==> config.mk <==
export PLATFORM = sky130hd
export DESIGN_NAME = uart_rx_core
export DESIGN_NICKNAME = d
export VERILOG_FILES = /design/src/rtl/uart_rx_core.sv
export SDC_FILE = /design/constraint.sdc
export NUM_CORES = 1
export LEC_CHECK = 0
export ABC_AREA = 1
export CELL_PAD_IN_SITES_DETAIL_PLACEMENT = 1
export CELL_PAD_IN_SITES_GLOBAL_PLACEMENT = 2
export CORE_MARGIN = 4
export CORE_UTILIZATION = 37
export DETAILED_ROUTE_END_ITERATION = 10
export GPL_ROUTABILITY_DRIVEN = 0
export PLACE_DENSITY_LB_ADDON = 0.1
export RECOVER_POWER = 25
export SLEW_MARGIN = 5
export SYNTH_ARGS = -nofsm -noshare
export SYNTH_HDL_FRONTEND = slang
export SYNTH_SLANG_ARGS = --single-unit
==> constraint.sdc <==
create_clock -name pclk -period 4.44 [get_ports pclk]
set_input_delay 0.666 -clock pclk [delete_from_list [all_inputs] [get_ports pclk]]
set_output_delay 0.666 -clock pclk [all_outputs]
set_load 0.02 [all_outputs]
==> src/rtl/uart_rx_core.sv <==
// UART receive core: 2-flop input synchronizer, oversampling tick generator,
// start/data/parity/stop FSM, and a one-deep output register with a
// valid/ready handshake and overrun detection.
module uart_rx_core #(
  parameter int CHAR_LENGTH = 8
) (
  input  logic                   pclk,
  input  logic                   areset,
  input  logic                   rx,
  input  logic [15:0]            baudrate_divisor,
  input  logic [3:0]             oversampling_bits,
  input  logic [3:0]             uart_type,
  input  logic [1:0]             stop_bit,
  input  logic                   parity_en,
  input  logic                   parity_type,
  input  logic                   msb_first,
  output logic [CHAR_LENGTH-1:0] rx_data,
  output logic                   rx_valid,
  input  logic                   rx_ready,
  output logic                   parity_err,
  output logic                   framing_err,
  output logic                   overrun_err,
  output logic                   busy
);

  typedef enum logic [2:0] {
    S_IDLE,
    S_START,
    S_DATA,
    S_PARITY,
    S_STOP
  } state_t;

  state_t state;

  // Synchronizer and start-edge detection
  logic       rx_meta;
  logic       rx_sync;
  logic       rx_prev;
  logic [1:0] sync_fill;
  logic       start_edge;

  // Configuration captured at start detection
  logic [15:0] div_lim;
  logic [3:0]  os_cfg;
  logic [3:0]  type_cfg;
  logic [1:0]  stop_cfg;
  logic        par_en_cfg;
  logic        par_type_cfg;
  logic        msb_cfg;

  // Timing and frame accumulation
  logic [15:0]            div_cnt;
  logic [3:0]             tick_cnt;
  logic [3:0]             bit_cnt;
  logic                   stop_phase;
  logic [CHAR_LENGTH-1:0] data_acc;
  logic                   par_acc;
  logic                   par_bad;
  logic                   frm_acc;

  logic       os_ok;
  logic       type_ok;
  logic       cfg_ok;
  logic       tick;
  logic [3:0] half_os;
  logic       half_last;
  logic       full_last;
  logic [3:0] bit_idx;
  logic       single_stop;
  logic       two_stops;
  logic       complete;
  logic       final_frm;

  // Synchronize rx. sync_fill marks when rx_sync holds a real line sample
  // rather than its reset value, so a line that is already low when reset
  // is released is not mistaken for a start edge.
  // NOTE: sequential state is always assigned with <=, so every flop in a
  // block sees the pre-edge values of the others, as the hardware does.
  always_ff @(posedge pclk or negedge areset) begin
    if (!areset) begin
      rx_meta   <= 1'b1;
      rx_sync   <= 1'b1;
      sync_fill <= 2'b00;
      rx_prev   <= 1'b0;
    end else begin
      rx_meta   <= rx;
      rx_sync   <= rx_meta;
      sync_fill <= {sync_fill[0], 1'b1};
      rx_prev   <= rx_sync & sync_fill[1];
    end
  end

  assign start_edge = rx_prev & ~rx_sync;

  assign os_ok   = (oversampling_bits == 4'd2) || (oversampling_bits == 4'd4) ||
                   (oversampling_bits == 4'd6) || (oversampling_bits == 4'd8);
  assign type_ok = (uart_type >= 4'd5) && (uart_type <= 4'd8) &&
                   (32'(uart_type) <= CHAR_LENGTH);
  assign cfg_ok  = os_ok && type_ok;

  // Tick generator: held at zero while idle, so it restarts on start detection
  always_ff @(posedge pclk or negedge areset) begin
    if (!areset) begin
      div_cnt <= 16'd0;
    end else if (state == S_IDLE || div_cnt == div_lim - 16'd1) begin
      div_cnt <= 16'd0;
    end else begin
      div_cnt <= div_cnt + 16'd1;
    end
  end

  assign tick      = (state != S_IDLE) && (div_cnt == div_lim - 16'd1);
  assign half_os   = {1'b0, os_cfg[3:1]};
  assign half_last = (tick_cnt == half_os - 4'd1);
  assign full_last = (tick_cnt == os_cfg - 4'd1);
  assign bit_idx   = msb_cfg ? (type_cfg - 4'd1 - bit_cnt) : bit_cnt;

  // stop_bit 3 behaves like 1; 0 is one-and-a-half, 2 is two
  assign two_stops   = (stop_cfg == 2'd2);
  assign single_stop = (stop_cfg == 2'd1) || (stop_cfg == 2'd3);

  // Last stop event: the only stop sample for one stop bit, otherwise the
  // second phase (a half-bit wait for 1.5, a second sample for 2).
  assign complete = tick && (state == S_STOP) &&
                    ((!stop_phase && full_last && single_stop) ||
                     (stop_phase && ((stop_cfg == 2'd0) ? half_last : full_last)));

  // Framing status including the sample taken on the completing tick, if any
  assign final_frm = frm_acc | (~rx_sync & (stop_phase ? two_stops : 1'b1));

  // Receive FSM: frame timing, bit capture and error accumulation
  always_ff @(posedge pclk or negedge areset) begin
    if (!areset) begin
      state        <= S_IDLE;
      busy         <= 1'b0;
      div_lim      <= 16'd1;
      os_cfg       <= 4'd0;
      type_cfg     <= 4'd0;
      stop_cfg     <= 2'd0;
      par_en_cfg   <= 1'b0;
      par_type_cfg <= 1'b0;
      msb_cfg      <= 1'b0;
      tick_cnt     <= 4'd0;
      bit_cnt      <= 4'd0;
      stop_phase   <= 1'b0;
      data_acc     <= '0;
      par_acc      <= 1'b0;
      par_bad      <= 1'b0;
      frm_acc      <= 1'b0;
    end else begin
      case (state)
        S_IDLE: begin
          if (start_edge && cfg_ok) begin
            div_lim      <= (baudrate_divisor == 16'd0) ? 16'd1 : baudrate_divisor;
            os_cfg       <= oversampling_bits;
            type_cfg     <= uart_type;
            stop_cfg     <= stop_bit;
            par_en_cfg   <= parity_en;
            par_type_cfg <= parity_type;
            msb_cfg      <= msb_first;
            tick_cnt     <= 4'd0;
            bit_cnt      <= 4'd0;
            stop_phase   <= 1'b0;
            data_acc     <= '0;
            par_acc      <= 1'b0;
            par_bad      <= 1'b0;
            frm_acc      <= 1'b0;
            state        <= S_START;
            busy         <= 1'b1;
          end
        end

        S_START: begin
          if (tick) begin
            if (half_last) begin
              tick_cnt <= 4'd0;
              if (rx_sync) begin
                state <= S_IDLE;
                busy  <= 1'b0;
              end else begin
                state <= S_DATA;
              end
            end else begin
              tick_cnt <= tick_cnt + 4'd1;
            end
          end
        end

        S_DATA: begin
          if (tick) begin
            if (full_last) begin
              tick_cnt <= 4'd0;
              for (int i = 0; i < CHAR_LENGTH; i++) begin
                if (bit_idx == 4'(i)) data_acc[i] <= rx_sync;
              end
              par_acc <= par_acc ^ rx_sync;
              bit_cnt <= bit_cnt + 4'd1;
              if (bit_cnt == type_cfg - 4'd1) begin
                state <= par_en_cfg ? S_PARITY : S_STOP;
              end
            end else begin
              tick_cnt <= tick_cnt + 4'd1;
            end
          end
        end

        S_PARITY: begin
          if (tick) begin
            if (full_last) begin
              tick_cnt <= 4'd0;
              par_bad  <= ((par_acc ^ rx_sync) != par_type_cfg);
              state    <= S_STOP;
            end else begin
              tick_cnt <= tick_cnt + 4'd1;
            end
          end
        end

        S_STOP: begin
          if (tick) begin
            if (complete) begin
              tick_cnt <= 4'd0;
              state    <= S_IDLE;
              busy     <= 1'b0;
            end else if (!stop_phase && full_last) begin
              frm_acc    <= frm_acc | ~rx_sync;
              stop_phase <= 1'b1;
              tick_cnt   <= 4'd0;
            end else begin
              tick_cnt <= tick_cnt + 4'd1;
            end
          end
        end

        default: begin
          state <= S_IDLE;
          busy  <= 1'b0;
        end
      endcase
    end
  end

  // Output register: hold the character until accepted, drop on overrun
  always_ff @(posedge pclk or negedge areset) begin
    if (!areset) begin
      rx_data     <= '0;
      rx_valid    <= 1'b0;
      parity_err  <= 1'b0;
      framing_err <= 1'b0;
      overrun_err <= 1'b0;
    end else begin
      overrun_err <= 1'b0;
      if (complete) begin
        if (!rx_valid || rx_ready) begin
          rx_data     <= data_acc;
          parity_err  <= par_bad;
          framing_err <= final_frm;
          rx_valid    <= 1'b1;
        end else begin
          overrun_err <= 1'b1;
        end
      end else if (rx_valid && rx_ready) begin
        rx_valid <= 1'b0;
      end
    end
  end

endmodule
==> impl_metrics.prom, run 1 <==
# TYPE chip_impl_metric gauge
chip_impl_info{name="outcome",value="finished, violations left"} 1
chip_impl_info{name="failed_checks",value="max-capacitance violations, max-slew violations"} 1
chip_impl_metric{name="nets",unit=""} 789
chip_impl_info{name="synth_area_leaders",value="sky130_fd_sc_hd__dfrtp_1, sky130_fd_sc_hd__nand2_1, sky130_fd_sc_hd__inv_1"} 1
chip_impl_info{name="grt_setup_unrepaired",value="no"} 1
chip_impl_metric{name="hpwlAfterDp",unit="um"} 11000
chip_impl_metric{name="synthesized_instance_count",unit=""} 694
chip_impl_metric{name="min_delay_path_depth",unit=""} 0
chip_impl_metric{name="clock_tree.htree_level_count",unit=""} 3
chip_impl_metric{name="dr_total_vias",unit=""} 4563
chip_impl_metric{name="reg2regPathDepth",unit=""} 13
chip_impl_metric{name="post-cts-setup-buffers",unit=""} 0
chip_impl_metric{name="cap_viol_max_count",unit=""} 1
chip_impl_metric{name="io_pins",unit=""} 46
chip_impl_metric{name="grt_pass1_wl",unit="um"} 24200
chip_impl_metric{name="cts_sinks",unit=""} 86
chip_impl_metric{name="core_area",unit="um2"} 13800
chip_impl_metric{name="avgViaCountPerCell",unit=""} 4.91
chip_impl_info{name="tritoncts",value="done"} 1
chip_impl_metric{name="initial_antenna_violation_count",unit=""} 0
chip_impl_info{name="critical_path.cell_chain",value="clkbuf_1"} 1
chip_impl_metric{name="rows",unit=""} 43
chip_impl_info{name="cp-start-kind",value="input port"} 1
chip_impl_info{name="hold_sp",value="rx_meta$_DFF_PN1_"} 1
chip_impl_metric{name="floorplan.initialDensity",unit="%"} 37.7
chip_impl_metric{name="floorplan.die.height",unit="um"} 127
chip_impl_info{name="type_of_the_worst_setup_path",value="in -> async"} 1
chip_impl_metric{name="drc_errors",unit=""} 0
chip_impl_metric{name="max-clock-path-buffers",unit=""} 2
chip_impl_metric{name="worst_setup_hold_path_clk_slew",unit="ps"} 70
chip_impl_info{name="reg2reg_to",value="rx_data[2]$_DFFE_PN0P_"} 1
chip_impl_info{name="path_delay_family",value="buffers and inverters"} 1
chip_impl_metric{name="p_leak",unit="nW"} 3.05
chip_impl_info{name="worst_hold_class",value="reg -> reg"} 1
chip_impl_metric{name="layout.filler_cells",unit=""} 1715
chip_impl_metric{name="worstPathRequired",unit="ps"} 4170
chip_impl_metric{name="maximum_number_of_pins_on_one_net_before_global_route_repair",unit=""} 55
chip_impl_metric{name="post-route-period-util",unit="%"} 72.0
chip_impl_info{name="critical_path.reg2reg.startpoint",value="div_lim[0]$_DFFE_PN1P_"} 1
chip_impl_info{name="mostFrequentLayoutCells",value="sky130_fd_sc_hd__nand2_1, sky130_fd_sc_hd__inv_1, sky130_fd_sc_hd__dfrtp_1"} 1
chip_impl_metric{name="ys_ff_latch",unit=""} 86
chip_impl_metric{name="hold_viol",unit=""} 0
chip_impl_metric{name="synth.top_cell.area_share",unit="%"} 39.9
chip_impl_metric{name="placement.io_buffers",unit=""} 45
chip_impl_metric{name="full_die_area",unit="um2"} 16000
chip_impl_metric{name="cp_slowest_stage_delay",unit="ps"} 2210
chip_impl_metric{name="finalPower",unit="mW"} 3.33
chip_impl_metric{name="synth_edf_count",unit=""} 0
chip_impl_metric{name="finClkSkew",unit="ps"} 13.9
chip_impl_info{name="dominantRegCellSynth",value="sky130_fd_sc_hd__dfrtp_1"} 1
chip_impl_metric{name="timing_worst_slew_pin_value",unit="ps"} 3200
chip_impl_metric{name="mean_area_per_synthesized_cell",unit="um2"} 7.50
chip_impl_metric{name="post_synth_num_cell_types",unit=""} 43
chip_impl_metric{name="setup_tns",unit="ps"} 0
chip_impl_metric{name="clock_latency",unit="ps"} 350
chip_impl_metric{name="max-vdd-ir-drop",unit="mV"} 0.231
chip_impl_metric{name="flow.area_growth_from_synthesis",unit="%"} 18.5
chip_impl_metric{name="first_iter_violations",unit=""} 161
chip_impl_metric{name="cp_max_fo",unit=""} 54
chip_impl_metric{name="critical_path.n_buffers_inverters",unit=""} 1
chip_impl_metric{name="yosys_warnings",unit=""} 0
chip_impl_info{name="crit_slowest_cell",value="sky130_fd_sc_hd__clkbuf_1"} 1
chip_impl_metric{name="postSynth.asyncResetShare",unit="%"} 100
chip_impl_metric{name="n_antenna_cell",unit=""} 0
chip_impl_metric{name="worst_slew_margin_rel",unit="%"} -114
chip_impl_metric{name="rrSetupSlack",unit="ps"} 1410
chip_impl_metric{name="drt_wl_total",unit="um"} 14000
chip_impl_info{name="mostFrequentLayoutCell",value="sky130_fd_sc_hd__nand2_1"} 1
chip_impl_info{name="hold_end",value="rx_sync$_DFF_PN1_"} 1
chip_impl_info{name="yosysTopAreaCell",value="sky130_fd_sc_hd__dfrtp_1"} 1
chip_impl_metric{name="critical_path_arrival",unit="ps"} 2930
chip_impl_metric{name="post_synth_instance_area",unit="um2"} 5210
chip_impl_metric{name="die_w",unit="um"} 127
chip_impl_metric{name="vias_in_the_first_global_route",unit=""} 5027
chip_impl_metric{name="routed_wire_length_per_instance",unit="um"} 15.1
chip_impl_info{name="clockRootBuffer",value="sky130_fd_sc_hd__clkbuf_16"} 1
chip_impl_metric{name="post_synthesis_net_count",unit=""} 739
chip_impl_metric{name="cts-buffers-inserted",unit=""} 9
chip_impl_metric{name="slew_viol_final",unit=""} 55
chip_impl_metric{name="final_layout_size_suffix_gt1_share",unit="%"} 10.1
chip_impl_metric{name="pwr_density_cell",unit="nW/um2"} 539
chip_impl_metric{name="cts_resized",unit=""} 0
chip_impl_metric{name="cts-hold-fix-buffers",unit=""} 0
chip_impl_metric{name="fmax",unit="MHz"} 313
chip_impl_metric{name="dr.pass1.iters",unit=""} 4
chip_impl_metric{name="yosysSeqAreaShare",unit="%"} 41.4
chip_impl_metric{name="groute.usage.overall",unit="%"} 18.6
chip_impl_metric{name="layout_min_cycle_time",unit="ps"} 3200
chip_impl_metric{name="setup-violations-final",unit=""} 0
chip_impl_info{name="setup_crit_end_kind",value="asynchronous set/reset pin"} 1
chip_impl_metric{name="grt_overflow_total",unit=""} 0
chip_impl_metric{name="final_antenna_net_count",unit=""} 0
[per-layer routing]
layer	vias to the layer above	GRT usage [%]	share of wire [%]
met2	42	34.6	53
met4	0	4.10	1.0
met5	-	0	0
met3	11	4.00	2.4
li1	2292	-	-
met1	2218	21.9	43
[cell type report]
type	instances	area, um2	area share, %
timing repair buffer	50	482	7.81
clock inverter	6	71.3	1.16
clock buffer	10	229	3.71
multi-input combinational	499	2640	42.8
sequential	86	2160	34.9
tap	180	225	3.65
inverter	98	368	5.96
[where the power goes]
group	leakage [nW]	internal, mW	switching, mW
Sequential	1.10	0.934	0.152
Combinational	1.81	0.511	0.952
Clock	0.139	0.440	0.337
[worst max path at each step]
stage | from | endpoint | slack, ps | depth (start not counted)
after floorplan | div_lim[0]$_DFFE_PN1P_ | state[0]$_DFFE_PN0P_ | 2150 | 17
after global placement | uart_type[1] | data_acc[7]$_DFFE_PN0P_ | 1360 | 15
after detailed placement | uart_type[1] | data_acc[7]$_DFFE_PN0P_ | 1250 | 15
after CTS | div_lim[0]$_DFFE_PN1P_ | rx_data[2]$_DFFE_PN0P_ | 1300 | 13
after global routing | areset | div_cnt[1]$_DFF_PN0_ | 740 | 1
final | areset | div_cnt[0]$_DFF_PN0_ | 1240 | 1
[per-stage QoR]
stage          std cells  utilization [%]  hold slack, ps  instance area [um2]  setup WS (ps)
2_1_floorplan        694                -             331                 5210           2150
3_3_place_gp         913             42.5             347                 5870           1360
3_5_place_dp         913             42.5             350                 5870           1250
4_1_cts              929             44.6             360                 6170           1300
5_1_grt              929             44.6             370                 6170            740
6_report             929             44.6             366                 6170           1240
[cells by family after synthesis]
family,after synthesis,share of synthesized area (%)
DFF,86,41.4
buffers and inverters,109,7.91
AOI/OAI and AO/OA,77,7.98
muxes,7,1.49
xor gates and xnor gates,29,4.88
other,1,0.0720
and+or+nand+nor,373,33.2
adders and majority gates,12,3.03
[synthesized netlist by cell type, types with 2 or more instances]
library cell,n
sky130_fd_sc_hd__dfrtp_1,83
sky130_fd_sc_hd__nor4_1,4
sky130_fd_sc_hd__nor3b_1,7
sky130_fd_sc_hd__nand2_4,2
sky130_fd_sc_hd__clkbuf_1,9
sky130_fd_sc_hd__o21ai_0,27
sky130_fd_sc_hd__nand4_1,2
sky130_fd_sc_hd__or2_2,2
sky130_fd_sc_hd__nor3_1,10
sky130_fd_sc_hd__nand3_1,50
sky130_fd_sc_hd__nor4_2,3
sky130_fd_sc_hd__a21oi_1,21
sky130_fd_sc_hd__xor2_1,16
sky130_fd_sc_hd__nor2_4,5
sky130_fd_sc_hd__nand3_2,3
sky130_fd_sc_hd__inv_1,90
sky130_fd_sc_hd__nand3_4,2
sky130_fd_sc_hd__dfstp_2,3
sky130_fd_sc_hd__nor2_2,13
sky130_fd_sc_hd__buf_2,2
sky130_fd_sc_hd__o211ai_1,4
sky130_fd_sc_hd__nand2_2,7
sky130_fd_sc_hd__inv_2,8
sky130_fd_sc_hd__mux2_2,6
sky130_fd_sc_hd__xnor2_1,13
sky130_fd_sc_hd__nor2_1,71
sky130_fd_sc_hd__nand2_1,187
sky130_fd_sc_hd__o21ai_1,19
sky130_fd_sc_hd__ha_1,11
[sequential cells by signal (all words and copies together), names as in the netlist, 2 cells and up]
register,cells
stop_cfg,2
sync_fill,2
bit_cnt,4
tick_cnt,4
div_lim,16
type_cfg,4
div_cnt,16
os_cfg,4
state,3
data_acc,8
rx_data,8
Note: power is estimated with default switching activity, not from simulation.
==> run 2: changes to the inputs <==
Settings changed: CORE_UTILIZATION 37 to 31.
Clock period 4.44 ns to 2.8 ns, I/O delays scaled along.
==> run 2 against run 1 <==
Net effect:
- the flow now finishes without violations
- clock-buffer cell count is 3 higher
- wire length grew 2.7%
- clock skew shrank 8.2 ps
- utilization fell by 6.6 points
- clock power grew 61%
- die area up 18%
- combinational power increased by 62%
- power rose by 61%
- critical endpoint is now state[1]$_DFFE_PN0P_
- largest cell class unchanged
- largest power group unchanged
==> impl_metrics.prom, run 2 (synthesis results as in run 1) <==
# TYPE chip_impl_metric gauge
chip_impl_info{name="outcome",value="complete, no violations"} 1
chip_impl_metric{name="dr.pass1.iters",unit=""} 4
chip_impl_metric{name="clock_tree.htree_level_count",unit=""} 3
chip_impl_metric{name="slew_viol_final",unit=""} 0
chip_impl_metric{name="final_antenna_net_count",unit=""} 0
chip_impl_metric{name="holdWs",unit="ps"} 335
chip_impl_metric{name="vias_in_the_first_global_route",unit=""} 5005
chip_impl_metric{name="drt_wl_total",unit="um"} 14400
chip_impl_metric{name="grt_overflow_total",unit=""} 0
chip_impl_metric{name="full_die_area",unit="um2"} 18900
chip_impl_metric{name="core_area",unit="um2"} 16500
chip_impl_metric{name="flow.area_growth_from_synthesis",unit="%"} 20.6
chip_impl_metric{name="drc_errors",unit=""} 0
chip_impl_metric{name="cts_sinks",unit=""} 86
chip_impl_metric{name="worst_slew_margin_rel",unit="%"} 13.8
chip_impl_info{name="type_of_the_worst_setup_path",value="reg -> reg"} 1
chip_impl_metric{name="final_layout_size_suffix_gt1_share",unit="%"} 11.2
chip_impl_metric{name="routed_wire_length_per_instance",unit="um"} 14.7
chip_impl_metric{name="cts-buffers-inserted",unit=""} 9
chip_impl_info{name="setup_crit_end_kind",value="flop"} 1
chip_impl_metric{name="avgViaCountPerCell",unit=""} 4.70
chip_impl_metric{name="clock_latency",unit="ps"} 340
chip_impl_metric{name="critical_path_arrival",unit="ps"} 2790
chip_impl_metric{name="fmax",unit="MHz"} 392
chip_impl_metric{name="timing_worst_slew_pin_value",unit="ps"} 1290
chip_impl_info{name="reg_top3",value="div_cnt (16), div_lim (16)"} 1
chip_impl_metric{name="hold_viol",unit=""} 0
chip_impl_metric{name="dpl_cell_area",unit="um2"} 5970
chip_impl_metric{name="finClkSkew",unit="ps"} 5.68
chip_impl_metric{name="floorplan.initialDensity",unit="%"} 31.5
chip_impl_metric{name="initial_antenna_violation_count",unit=""} 0
chip_impl_metric{name="grt_pass1_wl",unit="um"} 24500
chip_impl_metric{name="io_pins",unit=""} 46
chip_impl_metric{name="setup-violations-final",unit=""} 0
chip_impl_metric{name="worst_setup_hold_path_clk_slew",unit="ps"} 70
chip_impl_metric{name="setup_tns",unit="ps"} 0
chip_impl_metric{name="max-clock-path-buffers",unit=""} 2
chip_impl_metric{name="maximum_number_of_pins_on_one_net_before_global_route_repair",unit=""} 48
chip_impl_info{name="mostFrequentLayoutCells",value="sky130_fd_sc_hd__nand2_1, sky130_fd_sc_hd__inv_1, sky130_fd_sc_hd__dfrtp_1"} 1
chip_impl_metric{name="n_antenna_cell",unit=""} 0
chip_impl_metric{name="finalPower",unit="mW"} 5.35
chip_impl_info{name="mostFrequentLayoutCell",value="sky130_fd_sc_hd__nand2_1"} 1
chip_impl_info{name="critical_path.reg2reg.startpoint",value="div_lim[0]$_DFFE_PN1P_"} 1
chip_impl_metric{name="post_layout_nonfiller_instances",unit=""} 976
chip_impl_metric{name="die_w",unit="um"} 138
chip_impl_metric{name="post-route-period-util",unit="%"} 91.1
chip_impl_metric{name="dr_total_vias",unit=""} 4585
chip_impl_metric{name="post-place-cells",unit=""} 959
chip_impl_metric{name="hpwlAfterDp",unit="um"} 11400
chip_impl_info{name="tritoncts",value="done"} 1
chip_impl_metric{name="placement.io_buffers",unit=""} 45
chip_impl_metric{name="first_iter_violations",unit=""} 204
chip_impl_metric{name="groute.usage.overall",unit="%"} 16.5
chip_impl_metric{name="cp_max_fo",unit=""} 9
chip_impl_metric{name="layout_min_cycle_time",unit="ps"} 2550
chip_impl_metric{name="floorplan.die.height",unit="um"} 138
chip_impl_metric{name="cap_viol_max_count",unit=""} 0
chip_impl_metric{name="nets",unit=""} 796
chip_impl_info{name="grt_setup_unrepaired",value="no"} 1
chip_impl_metric{name="worstPathRequired",unit="ps"} 3040
chip_impl_metric{name="rows",unit=""} 47
chip_impl_metric{name="rrSetupSlack",unit="ps"} 250
chip_impl_metric{name="final_design_area_no_fill",unit="um2"} 6280
chip_impl_metric{name="pwr_density_cell",unit="nW/um2"} 853
chip_impl_metric{name="reg2regPathDepth",unit=""} 18
chip_impl_info{name="clockRootBuffer",value="sky130_fd_sc_hd__clkbuf_16"} 1
chip_impl_info{name="worst_hold_class",value="in -> async"} 1
chip_impl_metric{name="max-vdd-ir-drop",unit="mV"} 0.337
chip_impl_info{name="cp-start-kind",value="flop"} 1
chip_impl_metric{name="p_leak",unit="nW"} 3.09
chip_impl_metric{name="layout.filler_cells",unit=""} 2021
chip_impl_info{name="reg2reg_to",value="state[1]$_DFFE_PN0P_"} 1
## run 2: where the power goes
| part | total [mW] | switching [mW] | leakage (nW) | internal [mW] |
|---|---|---|---|---|
| Clock | 1.25 | 0.514 | 0.146 | 0.741 |
| Sequential | 1.73 | 0.247 | 1.10 | 1.48 |
| Combinational | 2.37 | 1.52 | 1.85 | 0.848 |
| Total | 5.35 | 2.28 | 3.09 | 3.07 |
## run 2: area by class of cell
cell class	instances	area [um2]	area share, %
multi-input cells	499	2640	42.1
inverters	98	368	5.86
flip-flops and latches	86	2160	34.3
repair buffers	57	536	8.53
clock inverters	3	42.5	0.678
well taps	220	275	4.38
clock buffers	13	260	4.15
## run 2: worst max-delay path by stage
stage / cells after the start / to / slack (ps) / startpoint
2_1_floorplan: 17 / state[0]$_DFFE_PN0P_ / 510 / div_lim[0]$_DFFE_PN1P_
3_3_place_gp: 17 / state[0]$_DFFE_PN0P_ / 290 / div_lim[0]$_DFFE_PN1P_
3_5_place_dp: 17 / state[0]$_DFFE_PN0P_ / 210 / div_lim[0]$_DFFE_PN1P_
4_1_cts: 17 / state[0]$_DFFE_PN0P_ / 190 / div_lim[0]$_DFFE_PN1P_
5_1_grt: 17 / state[1]$_DFFE_PN0P_ / 3 / div_lim[1]$_DFFE_PN0P_
6_report: 18 / state[1]$_DFFE_PN0P_ / 250 / div_lim[0]$_DFFE_PN1P_
## run 2: repair_timing
action / 4_1_cts / 5_1_grt
setup endpoints to repair: 0 / 2
gates resized for setup: 0 / 0
buffers inserted: 0 / 1
hold buffers: 0 / 0
## run 2: stage by stage
| stage | worst slack, ps | util, % |
|---|---|---|
| after global placement | 289 | 36.1 |
| after detailed placement | 205 | 36.1 |
| final | 248 | 38.0 |
| after global routing | 3.25 | 38.0 |
| after floorplan | 514 | - |
| after CTS | 193 | 38.0 |
## run 2: metal layers
layer / vias up / wire length [um] / track usage [%]
met2: 35 / 7660 / 30.4
met3: 13 / 218 / 2.23
met4: 0 / 191 / 4.93
li1: 2308 / - / -
met5: - / 0 / 0
met1: 2229 / 6290 / 19.8
## run 2: critical path, cell delays in order (launching register included)
cell and delay [ps]:
sky130_fd_sc_hd__dfstp_2 550, sky130_fd_sc_hd__inv_2 50, sky130_fd_sc_hd__ha_1 240, sky130_fd_sc_hd__nand3_4 150, sky130_fd_sc_hd__nor2_2 70, sky130_fd_sc_hd__nand2_1 80
sky130_fd_sc_hd__nand2_1 50, sky130_fd_sc_hd__nand2_1 60, sky130_fd_sc_hd__nand2_1 80, sky130_fd_sc_hd__nor2_4 160, sky130_fd_sc_hd__nand3_4 110, sky130_fd_sc_hd__nor2_8 210
sky130_fd_sc_hd__nand3_2 110, sky130_fd_sc_hd__nand2_4 120, sky130_fd_sc_hd__nand2_2 70, sky130_fd_sc_hd__nor2_4 120, sky130_fd_sc_hd__nand2_1 90, sky130_fd_sc_hd__nand2_1 60
sky130_fd_sc_hd__nand2_1 50
